--- config.mk ---
export PLATFORM = sky130hd
export DESIGN_NAME = uart_cmd_ctrl
export DESIGN_NICKNAME = d
export VERILOG_FILES = /design/src/rtl/uart_cmd_pkg.sv /design/src/rtl/sync_fifo.sv /design/src/rtl/uart_cmd_ctrl.sv
export SDC_FILE = /design/constraint.sdc
export NUM_CORES = 1
export LEC_CHECK = 0
export CORE_ASPECT_RATIO = 1.5
export CORE_MARGIN = 2
export CORE_UTILIZATION = 60
export CTS_BUF_LIST = sky130_fd_sc_hd__clkbuf_2
export CTS_CLUSTER_SIZE = 10
export DETAILED_ROUTE_END_ITERATION = 10
export DONT_BUFFER_PORTS = 1
export GPL_ROUTABILITY_DRIVEN = 0
export PLACE_DENSITY = 0.72
export SKIP_LAST_GASP = 1
export SYNTH_ARGS = -nofsm -noshare
export SYNTH_HDL_FRONTEND = slang
export SYNTH_HIERARCHICAL = 1
export SYNTH_SLANG_ARGS = --single-unit
--- constraint.sdc ---
create_clock -name i_clk -period 5.1 [get_ports i_clk]
set_clock_uncertainty 0.2 [all_clocks]
set_input_delay 1.02 -clock i_clk [delete_from_list [all_inputs] [get_ports i_clk]]
set_output_delay 1.02 -clock i_clk [all_outputs]
set_load 0.01 [all_outputs]
--- src/rtl/uart_cmd_pkg.sv ---
// Shared constants and echo FSM encoding for the UART command/echo controller.
package uart_cmd_pkg;

    localparam logic [7:0] CH_0 = 8'h30;
    localparam logic [7:0] CH_1 = 8'h31;
    localparam logic [7:0] CR   = 8'h0D;
    localparam logic [7:0] LF   = 8'h0A;

    typedef enum logic [1:0] {
        StIdle,
        StSend,
        StSendLf
    } echo_state_e;

endpackage

--- src/rtl/sync_fifo.sv ---
// Single-clock FIFO with registered occupancy; caller gates push/pop against full/empty.
module sync_fifo #(
    parameter int unsigned WIDTH = 8,
    parameter int unsigned DEPTH = 4
) (
    input  logic                   i_clk,
    input  logic                   i_resetn,
    input  logic                   i_push,
    input  logic [WIDTH-1:0]       i_wdata,
    input  logic                   i_pop,
    output logic [WIDTH-1:0]       o_rdata,
    output logic                   o_full,
    output logic                   o_empty,
    output logic [$clog2(DEPTH):0] o_level
);

    localparam int unsigned AW = $clog2(DEPTH);
    localparam int unsigned LW = AW + 1;

    logic [WIDTH-1:0] r_mem [DEPTH];
    logic [AW-1:0]    r_wr_ptr;
    logic [AW-1:0]    r_rd_ptr;
    logic [AW:0]      r_level;

    always_ff @(posedge i_clk or negedge i_resetn) begin
        if (!i_resetn) begin
            r_wr_ptr <= '0;
            r_rd_ptr <= '0;
            r_level  <= '0;
        end else begin
            if (i_push) r_wr_ptr <= r_wr_ptr + AW'(1);
            if (i_pop)  r_rd_ptr <= r_rd_ptr + AW'(1);
            if (i_push && !i_pop) begin
                r_level <= r_level + LW'(1);
            end else if (!i_push && i_pop) begin
                r_level <= r_level - LW'(1);
            end
        end
    end

    // Storage needs no reset; occupancy alone defines which entries are valid.
    always_ff @(posedge i_clk) begin
        if (i_push) r_mem[r_wr_ptr] <= i_wdata;
    end

    assign o_rdata = r_mem[r_rd_ptr];
    assign o_full  = (r_level == LW'(DEPTH));
    assign o_empty = (r_level == '0);
    assign o_level = r_level;

endmodule

--- src/rtl/uart_cmd_ctrl.sv ---
// Command/echo controller: decodes received bytes into LED toggles and echoes them on TX.
module uart_cmd_ctrl
    import uart_cmd_pkg::*;
#(
    parameter int unsigned NUM_LEDS       = 5,
    parameter int unsigned FIFO_DEPTH     = 4,
    parameter bit          LED_ACTIVE_LOW = 1'b1,
    parameter bit          EXPAND_CR      = 1'b1
) (
    input  logic                        i_clk,
    input  logic                        i_resetn,
    input  logic                        i_rx_valid,
    input  logic [7:0]                  i_rx_data,
    input  logic                        i_rx_err,
    output logic                        o_tx_valid,
    output logic [7:0]                  o_tx_data,
    input  logic                        i_tx_ready,
    output logic [NUM_LEDS-1:0]         o_led,
    output logic [$clog2(FIFO_DEPTH):0] o_fifo_level,
    output logic                        o_ovf_flag,
    output logic                        o_err_flag
);

    echo_state_e         r_state;
    echo_state_e         w_state_nxt;
    logic                r_tx_valid;
    logic                w_tx_valid_nxt;
    logic [7:0]          r_tx_data;
    logic [7:0]          w_tx_data_nxt;
    logic [NUM_LEDS-1:0] r_led;
    logic [NUM_LEDS-1:0] w_led_nxt;
    logic                r_ovf;
    logic                r_err;

    logic       w_rx_good;
    logic       w_is_clear;
    logic       w_is_toggle;
    logic [7:0] w_led_idx;
    logic       w_push;
    logic       w_pop;
    logic       w_full;
    logic       w_empty;
    logic [7:0] w_head;

    assign w_rx_good   = i_rx_valid && !i_rx_err;
    assign w_is_clear  = w_rx_good && (i_rx_data == CH_0);
    // Bytes below '1' wrap to large indices and fall outside the LED range.
    assign w_led_idx   = i_rx_data - CH_1;
    assign w_is_toggle = w_rx_good && (w_led_idx < 8'(NUM_LEDS));
    assign w_push      = w_rx_good && (!w_full || w_pop);

    sync_fifo #(
        .WIDTH (8),
        .DEPTH (FIFO_DEPTH)
    ) u_fifo (
        .i_clk    (i_clk),
        .i_resetn (i_resetn),
        .i_push   (w_push),
        .i_wdata  (i_rx_data),
        .i_pop    (w_pop),
        .o_rdata  (w_head),
        .o_full   (w_full),
        .o_empty  (w_empty),
        .o_level  (o_fifo_level)
    );

    always_comb begin
        w_led_nxt = r_led;
        if (w_is_clear) begin
            w_led_nxt = '0;
        end else if (w_is_toggle) begin
            for (int unsigned k = 0; k < NUM_LEDS; k++) begin
                if (w_led_idx == 8'(k)) w_led_nxt[k] = ~r_led[k];
            end
        end
    end

    always_comb begin
        w_state_nxt    = r_state;
        w_tx_valid_nxt = r_tx_valid;
        w_tx_data_nxt  = r_tx_data;
        w_pop          = 1'b0;
        unique case (r_state)
            StIdle: begin
                if (!w_empty) begin
                    w_pop          = 1'b1;
                    w_tx_data_nxt  = w_head;
                    w_tx_valid_nxt = 1'b1;
                    w_state_nxt    = StSend;
                end
            end
            StSend: begin
                if (i_tx_ready) begin
                    if (EXPAND_CR && (r_tx_data == CR)) begin
                        w_tx_data_nxt = LF;
                        w_state_nxt   = StSendLf;
                    end else begin
                        w_tx_valid_nxt = 1'b0;
                        w_state_nxt    = StIdle;
                    end
                end
            end
            StSendLf: begin
                if (i_tx_ready) begin
                    w_tx_valid_nxt = 1'b0;
                    w_state_nxt    = StIdle;
                end
            end
            default: begin
                w_tx_valid_nxt = 1'b0;
                w_state_nxt    = StIdle;
            end
        endcase
    end

    always_ff @(posedge i_clk or negedge i_resetn) begin
        if (!i_resetn) begin
            r_state    <= StIdle;
            r_tx_valid <= 1'b0;
            r_tx_data  <= '0;
            r_led      <= '0;
            r_ovf      <= 1'b0;
            r_err      <= 1'b0;
        end else begin
            r_state    <= w_state_nxt;
            r_tx_valid <= w_tx_valid_nxt;
            r_tx_data  <= w_tx_data_nxt;
            r_led      <= w_led_nxt;
            if (i_rx_valid && i_rx_err)            r_err <= 1'b1;
            if (w_rx_good && w_full && !w_pop)     r_ovf <= 1'b1;
            // A '0' on the same edge as an overflow leaves the flag clear.
            if (w_is_clear) begin
                r_ovf <= 1'b0;
                r_err <= 1'b0;
            end
        end
    end

    assign o_tx_valid = r_tx_valid;
    assign o_tx_data  = r_tx_data;
    assign o_led      = LED_ACTIVE_LOW ? ~r_led : r_led;
    assign o_ovf_flag = r_ovf;
    assign o_err_flag = r_err;

endmodule
; Yosys cells after proc, flatten, opt, wreduce, memory -nomap -nowiden
; Memory sizes are Yosys's and may differ from the RTL's.
; Index checks and enable logic that the tools add are counted.
[totals]
word_cells = 106
output_inout_bits = 19
register_bits = 25
ramBits = 32
inputBits = 13
memories = 1
[memory_table]
columns = memory, words, width, read_ports, rd_ports_with_merged_regs, write_ports, line
row1 = u_fifo.r_mem, 4, 8, 1, 0, 1, sync_fifo.sv:20  ; logic [WIDTH-1:0] r_mem [DEPTH];
[op_classes]
muxes = 31
eq_ne = 14
n_bitwise = 6
n_reduce_logical = 35
n_lt_le_gt_ge = 1
n_addsub = 5
[op_table]
columns = op, count
row1 = 2-to-1 mux 8 bit, 3
row2 = nonzero test 2 bit, 10
row3 = 2-to-1 mux 1 bit, 17
row4 = "== test 8 x 2 -> 1 bit, second input constant", 2
row5 = one-hot mux 8 bit (2 select lines), 1
row6 = 2-to-1 mux 5 bit, 2
row7 = "inequality test 2 bit, second input constant", 5
row8 = AND reduction 2 bit, 5
row9 = logical AND 1 bit, 9
row10 = "== test 8 x 1 -> 1 bit, second input constant", 1
row11 = "== test 8 x 3 -> 1 bit, second input constant", 1
row12 = "== test 8 x 4 -> 1 bit, second input constant", 1
row13 = "== test 8 x 6 -> 1 bit, second input constant", 1
row14 = zero test 8 bit, 1
row15 = "less-than comparator 8 x 3 -> 1 bit, second input constant", 1
row16 = 2-to-1 mux 2 bit, 4
row17 = AND reduction 4 bit, 2
row18 = "subtractor 8 x 6 -> 8 bit, second input constant", 1
row19 = 2-to-1 mux 3 bit, 2
row20 = one-hot mux 2 bit (3 select lines), 1
row21 = NOT 1 bit, 5
row22 = NOT 5 bit, 1
row23 = "adder 2 x 1 -> 2 bit, second input constant", 2
row24 = zero test 1 bit, 4
row25 = 10 further kinds, 10

; Longest topological paths before layout
[depth]
ltp_word = 9
mapped_depth = 12
ltp_nobuf = 10

; By module
; Netlist, hierarchy kept.
[modules_own_cells]
columns = module, instances, seq_area_each_um2, cells_each, area_per_inst_um2
row1 = sync_fifo, 1, 1136.1, 76, 1547.7
row2 = uart_cmd_ctrl, 1, 450.4, 97, 894.6

; Least setup slack after synthesis
; No wires, ideal clock.
[synth_path]
path_type = input to register
startpoint = input port i_rx_err
endpoint = register u_fifo.r_level[2] (netlist: u_fifo/o_level[2])
required_ns = 4.821
t_arrival_ns = 2.590
setup_slack_ns = 2.230
cell_stages = 8
n_path_buf = 0
setup_time_ns = 0.079
path_cell_list = nand2b_1 > a21oi_1 > ha_1 > inv_1 > fa_1 > xor2_1 > nor2_1 > xor2_1
[synth_between]
elab_chain_cells = 6
word_cells_on_any_way = 8
classes_between = mux (1) / reduce/logical (7)
[synth_rtl]
columns = item, line
row1 = start: declaration, uart_cmd_ctrl.sv:14  ; input logic i_rx_err,
row2 = zero test 1 bit (*), uart_cmd_ctrl.sv:45  ; assign w_rx_good = i_rx_valid && !i_rx_err;
row3 = logical AND 1 bit (*), uart_cmd_ctrl.sv:45
row4 = logical AND 1 bit (*), uart_cmd_ctrl.sv:50  ; assign w_push = w_rx_good && (!w_full || w_pop);
row5 = via w_push, uart_cmd_ctrl.sv:39  ; logic w_push;
row6 = zero test 1 bit, sync_fifo.sv:35  ; end else if (!i_push && i_pop) begin
row7 = logical AND 1 bit, sync_fifo.sv:35
row8 = nonzero test 2 bit (no line), --
row9 = end signal: assignment, sync_fifo.sv:34  ; r_level <= r_level + LW'(1);
row10 = end signal: assignment, sync_fifo.sv:36  ; r_level <= r_level - LW'(1);
row11 = end: declaration, sync_fifo.sv:23  ; logic [AW:0] r_level;
; The timed path passes the listed nets; every way through them passes the cells marked *.
; A chain may end at the register's enable or synchronous reset.

; Worst setup path after layout
[layout_path]
startpoint = register u_fifo.r_level[0] (netlist: u_fifo/o_level[0])
endpoint = register u_fifo.r_level[2] (netlist: u_fifo/o_level[2])
[layout_between]
elab_chain_cells = 8
word_cells_on_any_way = 16
classes_between = add/sub (2) / eq/ne (1) / mux (4) / reduce/logical (9)
[layout_rtl]
columns = item, line
row1 = zero test 3 bit (*), sync_fifo.sv:48  ; assign o_empty = (r_level == '0);
row2 = via w_empty, uart_cmd_ctrl.sv:42  ; logic w_empty;
row3 = 2-to-1 mux 1 bit (*), uart_cmd_ctrl.sv:85  ; if (!w_empty) begin
row4 = 2-to-1 mux 1 bit (*), uart_cmd_ctrl.sv:83  ; unique case (r_state)
row5 = logical OR 1 bit (*), uart_cmd_ctrl.sv:50
row6 = logical AND 1 bit (*), uart_cmd_ctrl.sv:50
row7 = via w_push, uart_cmd_ctrl.sv:39
row8 = zero test 1 bit, sync_fifo.sv:35
row9 = logical AND 1 bit, sync_fifo.sv:35
row10 = nonzero test 2 bit (no line), --
; The timed path passes the listed nets; every way through them passes the cells marked *. The select of a mux whose other input is x is not followed.

==> results.tsv <==
metric	value	unit
syn_area_per_cell	14.1	um^2
R2R Path End	u_fifo/o_level[2]$_DFFE_PN0P_	
final hold violation count	0	
Worst VDD drop	0.000337	V
Achievable Freq	331	MHz
Core ar.	3920	um^2
Net count, final	199	
cell count after synthesis	173	
Static Leakage	0.00100	uW
worst r2r src	u_fifo/o_level[0]$_DFFE_PN0P_	
initial antenna violation count	0	
R2R Setup Slk	2.08	ns
Die H	82.1	um
IO Count	32	
final setup vio count	0	
CTS H-Tree Depth	3	
Crit Path Class	flop to flop	
Warnings, synthesis	6	
GRT Total Usage	0.198	
clk slew on worst S/H paths	0.15	ns
multi-input combinational cell area	785	um^2
status	finished, final reports clean	
Async S/R FF share, synth	0.439	
number of inserted diodes	0	
synth unique cells	42	
CTS tree	built	
power density cells	487	nW/um^2
largest net degree at the start of global routing	18	
worst hold-check path type	primary input to async pin	
post-route setup TNS	0	ns
first-pass GRT wire length	6.57	mm
top-area cell type share of the netlist area	0.393	
Synth area leader	edfxtp_1	
CP startpoint kind	flop	
Critical-path top delay cell	dfrtp_1	
Starting Density	0.622	
WL/cell	17.3	um
share of cells above drive strength 1	0.130	
Clock Sinks	57	
Worst Path Max Fanout	9	
sequential area share after synthesis	0.650	
Sequential Area	1590	um^2
Hold Worst Slack	0.0630	ns
final wirelength	3.97	mm
Worst Slack Setup Final	2.08	ns
crit end category	flop	
Post-Syn Nets	192	
max-cap violations	0	
Worst-Margin Slew	0.838	ns
clock latency at the later pin of the worst-skew pair	0.46	ns
unrepaired setup endpoints after global routing	no	
DRT Pass-1 Iters	4	
CTS Buffer Depth	2	
Area Growth Syn to Fin	5.64	%
number of flops mapped to enable cells by yosys	32	
CP max stage delay	0.54	ns
CTS Buf Count	9	
starting DRC count in detailed routing	57	
# DRC	0	
cell mode on critical path	xor2_1	
Most used DFF post-synth	edfxtp_1	
Setup WS pre-CTS	2.04	ns
Req. time, crit path	5.28	ns
period utilisation layout	0.592	
vias in the first global route	1459	
WP data arrival	3.20	ns
Post-CTS Resized	0	
Worst slew margin	0.439	
worst reg-to-reg path cell count	9	
#FFs+latches synth	57	
hpwl dp	2.79	mm
I/O Buffers	0	
Die Outline Area	4610	um^2
# rows	28	
Post-Synthesis Cell Area	2440	um^2
root buffer cell	clkbuf_2	
FILL cells	290	
die width	56.1	um
top cells by area, synth	edfxtp_1, dfrtp_1, mux4_2, nand2_1, ha_1	
CP Cell Sequence	nor3_1, or3_1, a21oi_1, ha_1, inv_1, fa_1, xor2_1, nor2_1, xor2_1	
Slew Limit Fails	0	
min Tclk post-route	3.02	ns
GRT overflow	0	
Vias/cell	5.80	
DR vias	1333	
Post-DRT Antenna Nets	0	
[sequential cells by signal, summed over array words and instances (netlist names)]
| name | count |
|---|---|
| u_fifo/r_mem | 32 |
| o_tx_data | 8 |
| r_led | 5 |
| u_fifo/o_level | 3 |
| r_state | 2 |
| u_fifo/r_rd_ptr | 2 |
| u_fifo/r_wr_ptr | 2 |
| o_err_flag | 1 |
| o_ovf_flag | 1 |
| o_tx_valid | 1 |
[critical path: cells and delay by family (launching register included)]
family / cells / cell delay, ns
AO/OA/AOI/OAI: 1 / 0.48
XOR/XNOR: 2 / 0.32
adder cells (fa/ha/maj): 2 / 0.64
buffers and inverters: 1 / 0.07
flip-flops: 1 / 0.54
AND/OR/NAND/NOR: 3 / 0.72
[Yosys cell counts (2+ instances only)]
cell and n:
edfxtp_1 32, inv_1 10, xor2_1 4, nand2b_1 2, o21ai_0 5, ha_1 5, mux4_2 8, nor3b_1 3
and2_1 4, dfrtp_1 25, nand2_1 26, mux2i_1 3, a21oi_1 4, buf_2 3, nor2b_1 4, nor3_1 3
o211ai_1 2, xnor2_1 2, or4_1 2, nor2_1 4
[cells by family (layout without fill, tap and decap cells)]
group / Yosys count / count (layout) / share of synthesized area
adder cells (fa/ha/maj): 6 / 6 / 0.0338
flip-flops: 57 / 57 / 0.650
XOR/XNOR: 6 / 6 / 0.0215
AND/OR/NAND/NOR: 59 / 59 / 0.130
AO/OA/AOI/OAI: 17 / 17 / 0.0451
buffers and inverters: 16 / 28 / 0.0292
multiplexers: 12 / 12 / 0.0907
[layout make-up]
type,count,area share
clock inverters,5,0.0179
clock buffers,11,0.0213
multi-input cells,100,0.304
inverters,11,0.0160
well taps,45,0.0218
flip-flops and latches,57,0.615
repair buffers,1,0.00388
[where the power goes]
group,internal [uW],switching [uW]
logic,150,131
registers,588,128
clock network,112,146
[through the flow]
stage,instance area (um^2),std cells,total power (uW),util
after floorplan,2440,173,951,-
after global placement,2470,213,989,0.629
after detailed placement,2470,213,1010,0.629
after CTS,2580,230,1270,0.658
after global routing,2580,230,1330,0.658
final,2580,230,1260,0.658
[routing by layer]
metal  GRT usage  vias up  share of wire
met4      0.0833        0         0.0093
met5           0        -              0
li1            -      637              -
met3      0.0654        3          0.056
met2       0.353       44           0.53
met1       0.216      649           0.41
[timing repair]
action                     in CTS  in global routing
setup buffers                   0                  0
hold endpoints to repair       17                  0
setup endpoints to repair       0                  0
hold buffers                    1                  0
[worst max-delay path by stage]
stage          slack, ns                            end                           from
2_1_floorplan       2.23  u_fifo/o_level[2]$_DFFE_PN0P_                       i_rx_err
3_3_place_gp        2.12  u_fifo/o_level[2]$_DFFE_PN0P_                       i_rx_err
3_5_place_dp        2.04  u_fifo/o_level[2]$_DFFE_PN0P_                       i_rx_err
4_1_cts             2.05  u_fifo/o_level[2]$_DFFE_PN0P_  u_fifo/o_level[0]$_DFFE_PN0P_
5_1_grt             1.81  u_fifo/o_level[2]$_DFFE_PN0P_  u_fifo/o_level[0]$_DFFE_PN0P_
6_report            2.08  u_fifo/o_level[2]$_DFFE_PN0P_  u_fifo/o_level[0]$_DFFE_PN0P_
[cell usage in the layout, fill, tap and decap left out, types with 3 or more instances in the layout]
cell / count
edfxtp_1: 32
nand2_1: 26
dfrtp_1: 25
clkbuf_2: 11
inv_1: 10
mux4_2: 8
o21ai_0: 5
ha_1: 5
a21oi_1: 4
nor2_1: 4
nor2b_1: 4
and2_1: 4
xor2_1: 4
nor3b_1: 3
nor3_1: 3
mux2i_1: 3
clkinv_1: 3
(Power assumes the default switching activity.)
